$ cat src/rtl/rr_arbiter_8to1_pkg.sv
// Shared definitions for the 8-requester round-robin arbiter: requester count,
// select width and FSM state encoding.
package rr_arbiter_8to1_pkg;

    localparam int N_REQ = 8;
    localparam int SEL_W = 3;

    typedef enum logic {
        ARB_IDLE  = 1'b0,
        ARB_GRANT = 1'b1
    } arb_state_e;

endpackage

$ cat src/rtl/rr_arbiter_8to1_pick.sv
// rr_pick_8: combinational round-robin picker. Finds the first set request at or
// above ptr, wrapping from 7 back to 0.
module rr_pick_8
    import rr_arbiter_8to1_pkg::*;
(
    input  logic [N_REQ-1:0] req,
    input  logic [SEL_W-1:0] ptr,
    output logic [SEL_W-1:0] idx,
    output logic             any
);

    logic [2*N_REQ-1:0] dbl;
    logic [N_REQ-1:0]   rot;
    logic [SEL_W-1:0]   off;

    always_comb begin
        // Rotate so that bit ptr lands at position 0, encode, then rotate the index back.
        dbl = {req, req} >> ptr;
        rot = dbl[N_REQ-1:0];
        off = '0;
        for (int i = N_REQ - 1; i >= 0; i--) begin
            if (rot[i]) off = SEL_W'(i);
        end
        idx = off + ptr;
        any = |req;
    end

endmodule

$ cat src/rtl/rr_arbiter_8to1.sv
// Round-robin arbiter sharing one 32-bit mux slot among 8 requesters with bounded bursts.
// Define ARB_HIGH_PRIO_EN to give requester 0 absolute, burst-unlimited priority.
module rr_arbiter_8to1
    import rr_arbiter_8to1_pkg::*;
#(
    parameter int MAX_BURST = 4,
    parameter int CNT_W     = 8
) (
    input  logic             clock,
    input  logic             reset,
    input  logic [N_REQ-1:0] req,
    input  logic             out_ready,
    output logic [SEL_W-1:0] sel,
    output logic [N_REQ-1:0] grant,
    output logic             out_valid,
    output logic             beat,
    output logic             busy
);

    // Handshake: out_valid is high while granted and the owner still requests;
    // a beat transfers on any cycle where out_valid and out_ready are both high.
    arb_state_e       state;
    logic [SEL_W-1:0] rr_ptr;
    logic [CNT_W-1:0] beat_cnt;
    logic [SEL_W-1:0] pick_idx;
    logic [SEL_W-1:0] winner;
    logic             pick_any;
    logic             last_beat;
    logic             hp_owner;
    logic             release_now;

    rr_pick_8 u_pick (
        .req (req),
        .ptr (rr_ptr),
        .idx (pick_idx),
        .any (pick_any)
    );

    assign out_valid = (state == ARB_GRANT) & req[sel];
    assign beat      = out_valid & out_ready;
    assign busy      = (state == ARB_GRANT);
    assign last_beat = beat && (beat_cnt == CNT_W'(MAX_BURST - 1));

`ifdef ARB_HIGH_PRIO_EN
    assign winner   = req[0] ? '0 : pick_idx;
    assign hp_owner = (sel == '0);
`else
    assign winner   = pick_idx;
    assign hp_owner = 1'b0;
`endif

    // A dropped request always releases; the burst limit does not apply to the priority owner.
    assign release_now = !req[sel] || (!hp_owner && last_beat);

    always_ff @(posedge clock) begin
        if (reset) begin
            state    <= ARB_IDLE;
            sel      <= '0;
            grant    <= '0;
            rr_ptr   <= '0;
            beat_cnt <= '0;
        end else begin
            case (state)
                ARB_IDLE: begin
                    if (pick_any) begin
                        sel      <= winner;
                        grant    <= N_REQ'(1) << winner;
                        beat_cnt <= '0;
                        state    <= ARB_GRANT;
                    end
                end
                ARB_GRANT: begin
                    if (release_now) begin
                        state    <= ARB_IDLE;
                        grant    <= '0;
                        beat_cnt <= '0;
                        if (!hp_owner) rr_ptr <= sel + 1'b1;
                    end else if (beat) begin
                        beat_cnt <= beat_cnt + 1'b1;
                    end
                end
                default: state <= ARB_IDLE;
            endcase
        end
    end

endmodule

$ cat config.mk
export PLATFORM = sky130hd
export DESIGN_NAME = rr_arbiter_8to1
export DESIGN_NICKNAME = d
export VERILOG_FILES = /design/src/rtl/rr_arbiter_8to1_pkg.sv /design/src/rtl/rr_arbiter_8to1_pick.sv /design/src/rtl/rr_arbiter_8to1.sv
export SDC_FILE = /design/constraint.sdc
export NUM_CORES = 1
export LEC_CHECK = 0
export CAP_MARGIN = 40
export CORE_UTILIZATION = 30
export CTS_CLUSTER_SIZE = 24
export DETAILED_ROUTE_END_ITERATION = 8
export GPL_TIMING_DRIVEN = 0
export HOLD_SLACK_MARGIN = 0.05
export REMOVE_ABC_BUFFERS = 1
export SLEW_MARGIN = 10
export SYNTH_ARGS = -nofsm -noshare
export SYNTH_HDL_FRONTEND = slang
export SYNTH_SLANG_ARGS = --single-unit
$ cat constraint.sdc
create_clock -name clock -period 5.4 [get_ports clock]
set_input_delay 1.08 -clock clock [delete_from_list [all_inputs] [get_ports clock]]
set_output_delay 1.08 -clock clock [all_outputs]
set_load 0.005 [all_outputs]
-- Word level (Yosys, flattened, before mapping)
Index checks and enable logic that the tools add are counted.
- flip-flop bits (word level): 23
- output and inout port bits: 14
- add/sub/neg operators: 3
- $lt $le $gt $ge: 1
- equal/unequal tests: 4
- shift operators: 2
- mux-type cells: 20
- bitwise operators: 3
- reductions and logical operators: 8
- operator list (kind ; number):
    8-bit 2-to-1 mux ; 5
    8-bit one-hot mux with 2 select lines ; 2
    3-bit 2-to-1 mux ; 8
    16-bit by 3-bit >> shifter with 8-bit output ; 1
    8-bit by 1-bit adder with 8-bit output, second input constant ; 1
    8-bit by 2-bit == test with 1-bit output, second input constant ; 1
    2-bit AND reduction ; 4
    8-bit OR reduction ; 1
    1-bit by 3-bit left shift with 8-bit output, first input constant ; 1
    3-bit by 4-bit less-than comparator with 1-bit output, second input constant ; 1
    3-bit by 1-bit adder with 3-bit output, second input constant ; 1
    3-bit adder ; 1
    1-bit binary-select mux with 3-bit select ; 1
    1-bit 2-to-1 mux ; 3
    3-bit by 2-bit != test with 1-bit output, second input constant ; 1
    1-bit bitwise AND ; 2
    2-bit by 1-bit != test with 1-bit output, second input constant ; 1
    2-bit != test, second input constant ; 1
    1-bit one-hot mux with 2 select lines ; 1
    1-bit logical AND ; 1
    1-bit logical NOT ; 1
    1-bit logical OR ; 1
    1-bit inverter ; 1

-- Logic depth before layout (Yosys ltp)
- depth in word-level cells: 13
- depth in mapped cells: 14
- mapped depth without buffers: 12

-- Hierarchy
From an unflattened synthesis, not the netlist that was laid out.
- cell total of the unflattened synthesis: 172
- area total of the unflattened synthesis: 1621.6 um2
- modules (own cells, without submodules) (module ; instances ; cells each ; area an instance (um2) ; seq. area each (um2)):
    rr_arbiter_8to1 ; 1 ; 122 ; 1102.3 ; 460.4
    rr_pick_8 ; 1 ; 50 ; 519.2 ; 0.0

-- Worst setup path after synthesis
OpenSTA, ideal clock, no wires.
- path type: in2reg
- from: input port req[0]
- to: register sel[2]
- library setup time: 0.153 ns
- data arrival time: 3.535 ns
- data required time: 5.247 ns
- path slack: 1.712 ns
- stages: 12
- path buffers: 1
- cell sequence: buf_2 -> mux2_2 -> mux2_2 -> a211oi_1 -> a21oi_1 -> o31ai_1 -> ha_1 -> inv_1 -> fa_1 -> xnor2_1 -> xnor2_1 -> a211oi_1
- cells in the longest elaborated chain, start to end: 10
- elaborated cells on any way between the ends: 12
- ends and longest elaborated chain (item ; RTL line ; source):
    from (decl) ; rr_arbiter_8to1.sv:11 ; input logic [N_REQ-1:0] req,
    16-bit by 3-bit >> shifter with 8-bit output ; rr_arbiter_8to1_pick.sv:18 ; dbl = {req, req} >> ptr;
    3-bit 2-to-1 mux (8 in series) ; rr_arbiter_8to1_pick.sv:22 ; if (rot[i]) off = SEL_W'(i);
    3-bit adder ; rr_arbiter_8to1_pick.sv:24 ; idx = off + ptr;
    to (signal assigned) ; rr_arbiter_8to1.sv:66 ; sel <= winner;
    to (decl) ; rr_arbiter_8to1.sv:13 ; output logic [SEL_W-1:0] sel,
Several ways; a longest one is shown, not always the timed one.
A chain may end at the register's enable or synchronous reset.

-- Worst setup path in the final report
- from: input port req[0]
- to: register grant[0]
- cells in the longest elaborated chain, start to end: 13
- elaborated cells on any way between the ends: 24
- ends and longest elaborated chain (item ; RTL line ; source):
    16-bit by 3-bit >> shifter with 8-bit output ; rr_arbiter_8to1_pick.sv:18 ;
    3-bit 2-to-1 mux (8 in series) ; rr_arbiter_8to1_pick.sv:22 ;
    3-bit adder ; rr_arbiter_8to1_pick.sv:24 ;
    1-bit by 3-bit left shift with 8-bit output ; rr_arbiter_8to1.sv:67 ; grant <= N_REQ'(1) << winner;
    8-bit 2-to-1 mux ; rr_arbiter_8to1.sv:65 ; if (pick_any) begin
    8-bit one-hot mux with 2 select lines ; rr_arbiter_8to1.sv:63 ; case (state)
    to (signal assigned) ; rr_arbiter_8to1.sv:67 ;
    to (decl) ; rr_arbiter_8to1.sv:14 ; output logic [N_REQ-1:0] grant,
Several ways; a longest one is shown, not always the timed one. The select of a mux whose other input is x is not followed.

==> results <==
- The flow ran to the end, and the final reports show no timing, DRC or antenna violations.
- After the last flow step, the layout net total stands at 227.
- The smallest clock period supported by the final layout is computed as 4.36 ns.
- The total congestion overflow is 0.
- STA classifies the critical path startpoint as a primary input.
- The cell chosen for the clock root is clkbuf_8.
- The post-synthesis sequential area ratio is 27.1%.
- Combinational cells account for ~47% of the total power.
- The class of the worst hold path is flop to flop.
- The clock-pin transition on the worst setup and hold timing paths is 0.09 ns.
- The depth of the worst register-to-register path is 11.
- For the worst-skew pair, the clock arrives at the later sink with an insertion delay of 0.27 ns.
- The floorplan step defined a die boundary enclosing 5970 um2.
- Gates resized during post-CTS repair numbered 0.
- The first TritonRoute pass finished after 4 iterations.
- Across all register-to-register paths, the minimum setup slack is 1.43 ns.
- The startpoint identified for the worst hold timing path is grant[7]$_SDFFE_PP0P_.
- The first global-routing pass estimated just under 7 mm of wire.
- The worst setup path is captured at a flop.
- The max-slew violation count came to 0.
- The number of placed I/O pins is 25.
- The max-capacitance violation count is 0.
- The maximum operating frequency is about 0.23 GHz.
- The fraction of power consumed by sequential logic is 36.4%.
- The count of endpoints failing hold in the final timing report was 0.
- The wire length on met2 is about 1.7 mm.
- The wire length on met1 is between 1.5 and 2 mm.
- Port buffering added 24 buffers.
- The count of nets left with antenna violations after detail routing is 0.
- The main flop type after synthesis is dfxtp_1.
- In this run the top signal layer used is met4.
- The number of buffers on the longest clock path is 2.
- The clock skew is 0.00868 ns.
- Averaged over all synthesized cells, the footprint is 8.76 um2.
- The count of filler cells inserted in the layout is 581.
- From synthesis to final layout, the design area changed by 19.4%.
- Counting every sink on the clock net gives 23.
- The vertical die dimension is roughly 77 um.
- The number of diodes added for antenna fixing is 0.
- The hold buffer count at cts is 0.
- The leakage dissipation is 0.000662 uW.
- The count of final setup violators is 0.
- The simple logic cell fraction of the synthesized area is 19.1%.
- The end of the worst register-to-register path is grant[0]$_SDFFE_PP0P_.
- In the routed design, unresolved DRC markers number 0.
- The final weighted congestion of routability-driven global placement is 0.869.
- The multi-input combinational cells in the finished layout cover a total of approximately 1200 um2.
- The count of vias placed by the detailed router is between 1000 and 1500.
- Once detailed placement completed, the half-perimeter wirelength came to 2.80 mm.
- The number of global-route vias before repair was 1420.
- Entering global routing, the biggest net connects 23 pins.
- For hold timing, the worst endpoint is grant[7]$_SDFFE_PP0P_.
- The number of library cell types mapped by synthesis is 42.
- The aggregate global-route resource usage is 14.0%.
- The number of antenna violations at the first check in global routing is 0.
- Including well taps, the total number of placed cells is 279.
- By area, the combinational part of the netlist is dominated by multiplexers.
- After detailed routing, the average wire length per cell comes to 13.8 um.
- The count of placed standard cells in the final layout, fillers left out is 283.
- The worst reg2reg path startpoint is rr_ptr[1]$_SDFFE_PP0P_.
- The worst-case headroom to the max-slew limit is 42.4%.
- For the worst setup path, the data required time is 5.62 ns.
- The part of the cycle the worst path needs is 80.8%.
- Summing all flip-flop and latch instances after layout gives 460 um2.
- The number of warning messages in the yosys log is 0.
- The multiplexer share of the synthesized area is 23.6%.
- The switching part of the total power is between 30 and 40%.
- The mean number of vias per cell is 5.29.
- Of all nets on the critical path, the largest fanout is 9.
- The die boundary width is 77.3 um.
- The number of clock buffers added by TritonCTS is 3.
- The peak supply drop is around 280 uV.
- After Yosys synthesis, XOR and XNOR cells account for 4.64% of the synthesized area.
- The core region is 5470 um2.
- The gate count after technology mapping is between 150 and 200.
- The power per standard cell area is 339 nW/um2.
- For this configuration, the core starts out at a cell density of 31.0%.
- After Yosys synthesis, full adders, half adders and majority gates account for under 10% of the synthesized area.
- Overall power consumption after layout is estimated at 688 uW.
- At the pin with the least slew margin, the transition time is 0.862 ns.
- The synthesized netlist devotes 17.0% of its cell area to compound gates.
- Post-CTS timing repair inserted 0 buffers for setup.
- Counting flops with an async set or reset pin after synthesis yields a share of 0%.
- Counting flops with a built-in enable in the synthesized netlist gives 0.
- The mapped netlist covers between 1500 and 2000 um2.
- The worst setup path is of the primary input to flop kind.
- The internal power of the cells totals 421 uW.
- The net switching power of the design is 267 uW.
- The violation count after the first detailed-routing iteration is 63.
- For this block, the routed nets add up to 3.90 mm of wire.
- The clock network is responsible for ~16% of the overall power.
- TritonCTS built the clock tree.
- CTS built an H-tree with a depth of 1.
- The synthesis-stage register bit count is 23.
- The critical path arrival is about 4.6 ns.
- Along the worst hold path, the cell count comes to 1.
- The final total negative setup slack is 0 ns.
- Cells with a size suffix above 1 make up 10.9% of the layout.
- The site row count is 27.
- Setup repair after global routing left no endpoint under its margin.
- The routed design uses between 150 and 200 um of met3 wire.
## Yosys cell counts, types with 4 or more instances
master,number,area share (%)
nor2_1,28,6.2
dfxtp_1,23,27
a21oi_1,14,4.1
mux2i_1,12,7.1
mux4_2,10,13
nand2_1,10,2.2
inv_1,9,2.0
xnor2_1,8,4.1
a211oi_1,7,3.1
nor3_1,7,2.1
buf_2,6,1.8
mux2_2,5,3.3
clkbuf_1,4,0.88
o2bb2ai_1,4,2.1
## cell usage in the layout, fill, tap and decap left out, types with 8 or more instances in the layout
master	n
dfxtp_1	23
mux4_2	10
nand2_1	10
a21oi_1	14
clkdlybuf4s50_1	24
nor2_1	28
xnor2_1	8
mux2i_1	12
inv_1	9
## power groups by stage
stage / Sequential, uW / Combinational [uW] / Clock [uW]
floorplan: 243 / 225 / 0
global placement: 254 / 322 / 0
detailed placement: 254 / 325 / 0
CTS: 250 / 327 / 117
global route: 258 / 363 / 124
finish: 250 / 325 / 112
## cell type report
cell class	instances	area share, %
timing repair buffer	24	11.8
inverter	10	1.85
sequential	23	22.7
tap	72	4.44
clock inverter	1	0.370
multi-input combinational	150	56.8
clock buffer	3	2.03
## logic make-up after synthesis
| kind of cell | after synthesis |
|---|---|
| AND/OR/NAND/NOR | 68 |
| XOR/XNOR | 9 |
| flip-flops | 23 |
| multiplexers | 27 |
| AO/OA/AOI/OAI | 42 |
| buffers and inverters | 21 |
| adder cells (fa/ha/maj) | 4 |
## per-stage QoR
| step | hold WS [ns] | cell area, um2 | util (%) | setup slack, ns |
|---|---|---|---|---|
| after floorplan | 0.443 | 1650 | - | 1.84 |
| after CTS | 0.476 | 2030 | 37.1 | 1.07 |
| after global routing | 0.493 | 2030 | 37.1 | 0.775 |
| final | 0.474 | 2030 | 37.1 | 1.04 |
| after global placement | 0.452 | 1980 | 36.2 | 0.795 |
| after detailed placement | 0.455 | 1980 | 36.2 | 0.782 |
## critical path, stage by stage
cell	delay (ns)
clkdlybuf4s50_1	0.57
mux2_2	0.34
mux2_2	0.27
a211oi_1	0.27
a21oi_1	0.07
o31ai_1	0.29
ha_1	0.20
inv_1	0.05
fa_1	0.37
xnor2_1	0.15
xnor2_1	0.65
a32o_1	0.26
## worst max path at each step
stage          slack (ns)               endpoint  depth (start not counted)   start
6_report             1.04  grant[0]$_SDFFE_PP0P_                         12  req[0]
4_1_cts              1.07                   beat                          6  req[6]
3_3_place_gp         0.79    sel[2]$_SDFFE_PP0P_                         12  req[0]
5_1_grt              0.77    sel[2]$_SDFFE_PP0P_                         13  req[1]
3_5_place_dp         0.78    sel[2]$_SDFFE_PP0P_                         12  req[0]
2_1_floorplan        1.84    sel[2]$_SDFFE_PP0P_                         11  req[2]
## layer usage
| layer | global-route usage (%) | vias to the layer above |
|---|---|---|
| met5 | 0 | - |
| met3 | 3.33 | 6 |
| met4 | 2.45 | 0 |
| met2 | 22.4 | 34 |
| li1 | - | 748 |
| met1 | 19.2 | 709 |
## sequential cells by signal (all words and copies together) (netlist names)
signal / cells
grant: 8
busy: 1
beat_cnt: 8
rr_ptr: 3
sel: 3
Power figures use the tool's default switching activity.
